`config.mk`:
```
export PLATFORM = sky130hd
export DESIGN_NAME = muldiv_seq
export DESIGN_NICKNAME = d
export VERILOG_FILES = /design/src/rtl/muldiv_seq.sv
export SDC_FILE = /design/constraint.sdc
export NUM_CORES = 1
export LEC_CHECK = 0
export ABC_CLOCK_PERIOD_IN_PS = 9530
export BUFFER_PORTS_ARGS = -buffer_cell sky130_fd_sc_hd__clkbuf_2
export CAP_MARGIN = 20
export CORE_AREA = 2 2 199 201
export DETAILED_ROUTE_END_ITERATION = 12
export DIE_AREA = 0 0 201 203
export GPL_TIMING_DRIVEN = 1
export SLEW_MARGIN = 5
export SYNTH_ARGS = -nofsm -noshare
export SYNTH_HDL_FRONTEND = slang
export SYNTH_SLANG_ARGS = --single-unit
```
`constraint.sdc`:
```
create_clock -name clk -period 9.53 [get_ports clk]
set_input_delay 1.906 -clock clk [delete_from_list [all_inputs] [get_ports clk]]
set_output_delay 1.906 -clock clk [all_outputs]
set_load 0.01 [all_outputs]
```
`src/rtl/muldiv_seq.sv`:
```
// Sequential RV32M multiply/divide unit: restoring divider and shift-add multiplier.
// Define MULDIV_FAST_MUL_EN to replace the shift-add multiply with a single-cycle product.
module muldiv_seq #(
  parameter int unsigned XLEN  = 32,
  parameter int unsigned TAG_W = 5
) (
  input  logic             clk,
  input  logic             rst_n,
  input  logic             in_valid,
  output logic             in_ready,
  input  logic [2:0]       in_op,
  input  logic [XLEN-1:0]  in_a,
  input  logic [XLEN-1:0]  in_b,
  input  logic [TAG_W-1:0] in_tag,
  input  logic             flush,
  output logic             out_valid,
  input  logic             out_ready,
  output logic [XLEN-1:0]  out_result,
  output logic [TAG_W-1:0] out_tag
);

  localparam int unsigned CNT_W = $clog2(XLEN + 1);
  localparam logic [XLEN-1:0] ONES = '1;
  localparam logic [XLEN-1:0] MIN  = {1'b1, {(XLEN-1){1'b0}}};
  localparam logic [2:0] OP_MUL    = 3'b000;
  localparam logic [2:0] OP_MULH   = 3'b001;
  localparam logic [2:0] OP_MULHSU = 3'b010;
  localparam logic [2:0] OP_DIV    = 3'b100;
  localparam logic [2:0] OP_DIVU   = 3'b101;
  localparam logic [2:0] OP_REM    = 3'b110;

  typedef enum logic [1:0] {IDLE, BUSY, DONE} state_e;

  state_e           state_q, state_d;
  logic             ready_q, valid_q;
  logic [2:0]       op_q, op_d;
  logic [XLEN-1:0]  a_q, a_d, b_q, b_d;
  logic [XLEN-1:0]  hi_q, hi_d, lo_q, lo_d, dvs_q, dvs_d;
  logic [XLEN-1:0]  res_q, res_d;
  logic [TAG_W-1:0] tag_q, tag_d, otag_q, otag_d;
  logic [CNT_W-1:0] cnt_q, cnt_d;

  function automatic logic sgn_a(input logic [2:0] op);
    return (op == OP_MULH) || (op == OP_MULHSU) || (op == OP_DIV) || (op == OP_REM);
  endfunction

  function automatic logic sgn_b(input logic [2:0] op);
    return (op == OP_MULH) || (op == OP_DIV) || (op == OP_REM);
  endfunction

  function automatic logic [XLEN-1:0] mag(input logic s, input logic [XLEN-1:0] v);
    return (s && v[XLEN-1]) ? -v : v;
  endfunction

  // Request side: operand magnitudes and single-cycle special cases
  logic            accept;
  logic            in_special;
  logic [XLEN-1:0] in_ma, in_mb;

  assign accept = in_valid && ready_q && !flush;
  assign in_ma  = mag(sgn_a(in_op), in_a);
  assign in_mb  = mag(sgn_b(in_op), in_b);
`ifdef MULDIV_FAST_MUL_EN
  assign in_special = !in_op[2] || (in_b == '0) ||
                      (sgn_b(in_op) && (in_a == MIN) && (in_b == ONES));
`else
  assign in_special = in_op[2] && ((in_b == '0) ||
                      (sgn_b(in_op) && (in_a == MIN) && (in_b == ONES)));
`endif

  // One iteration step: restoring-division subtract and shift-add accumulate
  logic [XLEN:0] shifted, diff, sum;
  assign shifted = {hi_q, lo_q[XLEN-1]};
  assign diff    = shifted - {1'b0, dvs_q};
  assign sum     = {1'b0, hi_q} + ({1'b0, dvs_q} & {(XLEN+1){lo_q[0]}});

  // Final sign correction and result select from the captured request
  logic              fa, fb, divz, ovf;
  logic [XLEN-1:0]   quo, rem, fin;
  logic [2*XLEN-1:0] prod_u, prod;

  assign fa   = sgn_a(op_q) && a_q[XLEN-1];
  assign fb   = sgn_b(op_q) && b_q[XLEN-1];
  assign divz = (b_q == '0);
  assign ovf  = sgn_b(op_q) && (a_q == MIN) && (b_q == ONES);
  assign quo  = divz ? ONES : ovf ? a_q : (fa ^ fb) ? -lo_q : lo_q;
  assign rem  = divz ? a_q : ovf ? '0 : fa ? -hi_q : hi_q;
`ifdef MULDIV_FAST_MUL_EN
  assign prod_u = {{XLEN{1'b0}}, mag(sgn_a(op_q), a_q)} * {{XLEN{1'b0}}, mag(sgn_b(op_q), b_q)};
`else
  assign prod_u = {hi_q, lo_q};
`endif
  assign prod = (fa ^ fb) ? -prod_u : prod_u;

  always_comb begin
    case (op_q)
      OP_MUL:           fin = prod[XLEN-1:0];
      OP_DIV, OP_DIVU:  fin = quo;
      OP_REM, 3'b111:   fin = rem;
      default:          fin = prod[2*XLEN-1:XLEN];
    endcase
  end

  // Next-state and datapath update
  always_comb begin
    state_d = state_q;
    op_d    = op_q;
    a_d     = a_q;
    b_d     = b_q;
    tag_d   = tag_q;
    hi_d    = hi_q;
    lo_d    = lo_q;
    dvs_d   = dvs_q;
    cnt_d   = cnt_q;
    res_d   = res_q;
    otag_d  = otag_q;
    case (state_q)
      IDLE: begin
        if (accept) begin
          state_d = BUSY;
          op_d    = in_op;
          a_d     = in_a;
          b_d     = in_b;
          tag_d   = in_tag;
          hi_d    = '0;
          lo_d    = in_op[2] ? in_ma : in_mb;
          dvs_d   = in_op[2] ? in_mb : in_ma;
          cnt_d   = in_special ? CNT_W'(1) : CNT_W'(XLEN);
        end
      end
      BUSY: begin
        if (cnt_q != '0) begin
          cnt_d = cnt_q - CNT_W'(1);
          if (op_q[2]) begin
            hi_d = diff[XLEN] ? shifted[XLEN-1:0] : diff[XLEN-1:0];
            lo_d = {lo_q[XLEN-2:0], !diff[XLEN]};
          end else begin
            hi_d = sum[XLEN:1];
            lo_d = {sum[0], lo_q[XLEN-1:1]};
          end
        end else begin
          state_d = DONE;
          res_d   = fin;
          otag_d  = tag_q;
        end
      end
      DONE: begin
        if (valid_q && out_ready) state_d = IDLE;
      end
      default: state_d = IDLE;
    endcase
    if (flush) state_d = IDLE;
  end

  always_ff @(posedge clk) begin
    if (!rst_n) begin
      state_q <= IDLE;
      ready_q <= 1'b0;
      valid_q <= 1'b0;
      op_q    <= '0;
      a_q     <= '0;
      b_q     <= '0;
      tag_q   <= '0;
      hi_q    <= '0;
      lo_q    <= '0;
      dvs_q   <= '0;
      cnt_q   <= '0;
      res_q   <= '0;
      otag_q  <= '0;
    end else begin
      state_q <= state_d;
      ready_q <= (state_d == IDLE);
      valid_q <= (state_d == DONE);
      op_q    <= op_d;
      a_q     <= a_d;
      b_q     <= b_d;
      tag_q   <= tag_d;
      hi_q    <= hi_d;
      lo_q    <= lo_d;
      dvs_q   <= dvs_d;
      cnt_q   <= cnt_d;
      res_q   <= res_d;
      otag_q  <= otag_d;
    end
  end

  assign in_ready   = ready_q;
  assign out_valid  = valid_q;
  assign out_result = res_q;
  assign out_tag    = otag_q;

endmodule

```
==> run metrics <==
synth warn=0; RSZ-0062 raised after global routing=false; drt drc=0; WP data arrival=5.07 ns; number of global-route vias before repair=17.5k; VDD IR max=0.123 mV; clock-pin slew on the worst setup and hold paths=0.06 ns; area delta synth->final=9.93%; Yosys cell types=101; flops & latches, synth=215; Post-synth EDFFs=0; multiplexer share of the synthesized area=4.62%; Nets=2568; initial antenna violation count=0; sequential fraction of the synthesis area=24.5%; critical-path maximum fanout=21; number of max-cap violations=0; Synth Area in Adders=5.28%; post-synthesis cell count=2410; Hold Crit Class=reg2reg; final instance area=0.0193 sq mm; GRT Total Usage=34.6%; PortBufs=115; xor/xnor share of the synthesized area=10.2%; worst-margin pin slew=1.01 ns; relative slew slack=32.6%; DR iter-0 viols=1790; Root Buffer=clkbuf_16; width of the die=201 microns; Clock Tree Buf Depth=3; Tmin final=4.62 ns; Site Rows=72; Lkg Pwr=0.00753 uW; largest family of logic cells by synthesized area=compound AO/OA/AOI/OAI gates; Fin. Hold Viols=0; GR Overflow Total=0; placed inst area=0.0183 sq mm; setup TNS=0 ns; Final setup viols=0; top_reg_cell synth=dfxtp_1; post-route ant nets=0; PostCTS Resize Cnt=0; Post-Route WL=72600 microns; DR WL met2=31100 microns; Post-Syn Area=0.0176 sq mm; Placer Congestion=0.995; Starting Density=45.7%; fin crit share=48.5%; via count=18.5k; CTS tree=built; Synth Net Count=2560; Top Layer Used=met4; Core Area=0.0385 sq mm; Post-synth ARST share=0%; # diodes=0; Clock Sinks=215; hold depth=2; Pwr per Cell Area=143 mW/mm^2; required arrival time at the worst endpoint=9.98 ns; FMAX=217 MHz; outcome=completed; fin util=50.2%; post-CTS setup buffer count=0; wl on met1=31100 microns; Setup WS post-layout=4.91 ns; TritonCTS Buffers=28; WL met3=5990 microns; Synth Area in Compound Gates=25.8%; Critical Path Source Type=flop; Max Slew Vio Count=0; H-tree level count=1; fraction of layout cells with a size suffix above 1=10.6%; Mapped Avg Cell Area=7.29 sq um; reg2reg path depth=13; detailed placement HPWL=55000 microns; drt via density=6.26; first-pass GRT wire length=109000 microns; Final Skew=0.00933 ns; Setup crit end kind=flop; Simple-Gate Fraction of Synth Area=23.3%; largest net degree at the start of global routing=81; DR WL/cell=24.5 microns; Hold Buf Count CTS=0; critical path type=reg2reg; Top Ports=116; DR pass1 iterations=6; worst skew pair latency=0.58 ns; Placement Setup Slack=4.68 ns; Die Ht=203 microns; area of the die=0.0408 sq mm
==> final timing paths <==
kind / start / end / slack [ns]
setup / recovery: lo_q[0]$_SDFFE_PN0P_ / hi_q[29]$_SDFFE_PN0P_ / 4.91
hold / removal: out_tag[1]$_SDFFE_PN0P_ / out_tag[1]$_SDFFE_PN0P_ / 0.45
setup reg to reg: lo_q[0]$_SDFFE_PN0P_ / hi_q[29]$_SDFFE_PN0P_ / 4.91
hold reg to reg: out_tag[1]$_SDFFE_PN0P_ / out_tag[1]$_SDFFE_PN0P_ / 0.45
==> per-layer routing <==
metal  up-vias  GRT usage [%]
met1      8771           46.3
li1       8651              -
met3       172           5.76
met2       906           53.2
met4         0           18.2
met5         -              0
==> where the power goes <==
part	internal, uW	total (uW)	switching (uW)
Sequential	928	971	43.6
Combinational	199	581	382
Clock	763	1220	452
Total	1890	2770	878
==> placed cells by master (no fill, tap or decap), drive strengths merged, types with 14 or more instances in the layout <==
cell	n
a211oi	39
a21o	30
a21oi	279
a221oi	19
a22oi	18
a31oi	24
and2	14
and3	14
buf	31
clkbuf	154
dfxtp	215
ha	71
inv	71
mux2i	74
nand2	332
nand3	46
nand4	29
nor2	248
nor3	59
nor4	40
o211ai	25
o21a	18
o21ai	147
o221ai	14
o22ai	17
o31ai	28
or4	16
xnor2	114
xor2	91
==> cells by family after synthesis <==
family                   Yosys count
multiplexers                      80
XOR/XNOR                         205
flip-flops                       215
buffers and inverters            240
AND/OR/NAND/NOR                  872
AO/OA/AOI/OAI                    725
adder cells (fa/ha/maj)           73
==> registers in the layout, summed over array words and instances (netlist names) <==
name,flops
a_q,32
b_q,32
cnt_q,6
dvs_q,32
hi_q,32
in_ready,1
lo_q,32
op_q,3
out_result,32
out_tag,5
out_valid,1
state_q,2
tag_q,5
==> Yosys cell counts, types with 5 or more instances <==
cell type / n / area [sq um]
a211oi_1: 37 / 278
a21o_1: 29 / 218
a21oi_1: 278 / 1390
a221oi_1: 19 / 166
a22oi_1: 18 / 135
a311oi_1: 8 / 70.1
a31oi_1: 24 / 150
and2_1: 13 / 81.3
and3_1: 14 / 87.6
buf_1: 17 / 63.8
buf_2: 14 / 70.1
buf_6: 10 / 113
clkbuf_1: 120 / 450
dfxtp_1: 215 / 4300
ha_1: 71 / 888
inv_1: 68 / 255
mux2_2: 5 / 56.3
mux2i_1: 74 / 741
nand2_1: 331 / 1240
nand2b_1: 11 / 68.8
nand3_1: 45 / 225
nand3b_1: 7 / 52.6
nand4_1: 28 / 175
nor2_1: 246 / 923
nor2b_1: 12 / 75.1
nor3_1: 55 / 275
nor3b_1: 6 / 45.0
nor4_1: 33 / 206
o2111ai_1: 5 / 43.8
o211a_1: 6 / 60.1
o211ai_1: 25 / 188
o21a_1: 17 / 128
o21ai_0: 130 / 651
o21ai_1: 15 / 75.1
o21bai_1: 6 / 45.0
o221ai_1: 13 / 114
o22ai_1: 17 / 106
o31ai_1: 28 / 210
o41ai_1: 10 / 87.6
or2_2: 8 / 50.1
or3_1: 10 / 62.6
or4_1: 14 / 105
xnor2_1: 114 / 998
xor2_1: 91 / 797
==> worst max-delay path: stages, from the launching register on <==
cell and delay, ns:
dfxtp_1 0.49, clkinv_1 0.54, buf_4 0.43, nor2_1 0.12, ha_1 0.30, and3_1 0.24, a221oi_1 0.31, o221ai_1 0.24
a221oi_1 0.42, a21oi_1 0.15, a2111oi_2 0.46, xnor2_1 0.17, o21ai_0 0.45, a22oi_1 0.16
==> final cells by class <==
cell class	count	area, sq um
clock buffer	38	818
clock inverter	12	244
fill	3901	19100
inverter	71	269
multi-input combinational	1955	12200
sequential	215	4310
tap	518	648
timing repair buffer	147	811
==> stage by stage <==
stage / total power (uW) / std cells / hold WS [ns]
detailed placement: 1550 / 2905 / 0.447
global placement: 1550 / 2904 / 0.440
global route: 2860 / 2956 / 0.467
finish: 2770 / 2956 / 0.455
CTS: 2760 / 2955 / 0.456
floorplan: 1360 / 2410 / 0.432
No activity file was read; power rests on OpenSTA's default activity.
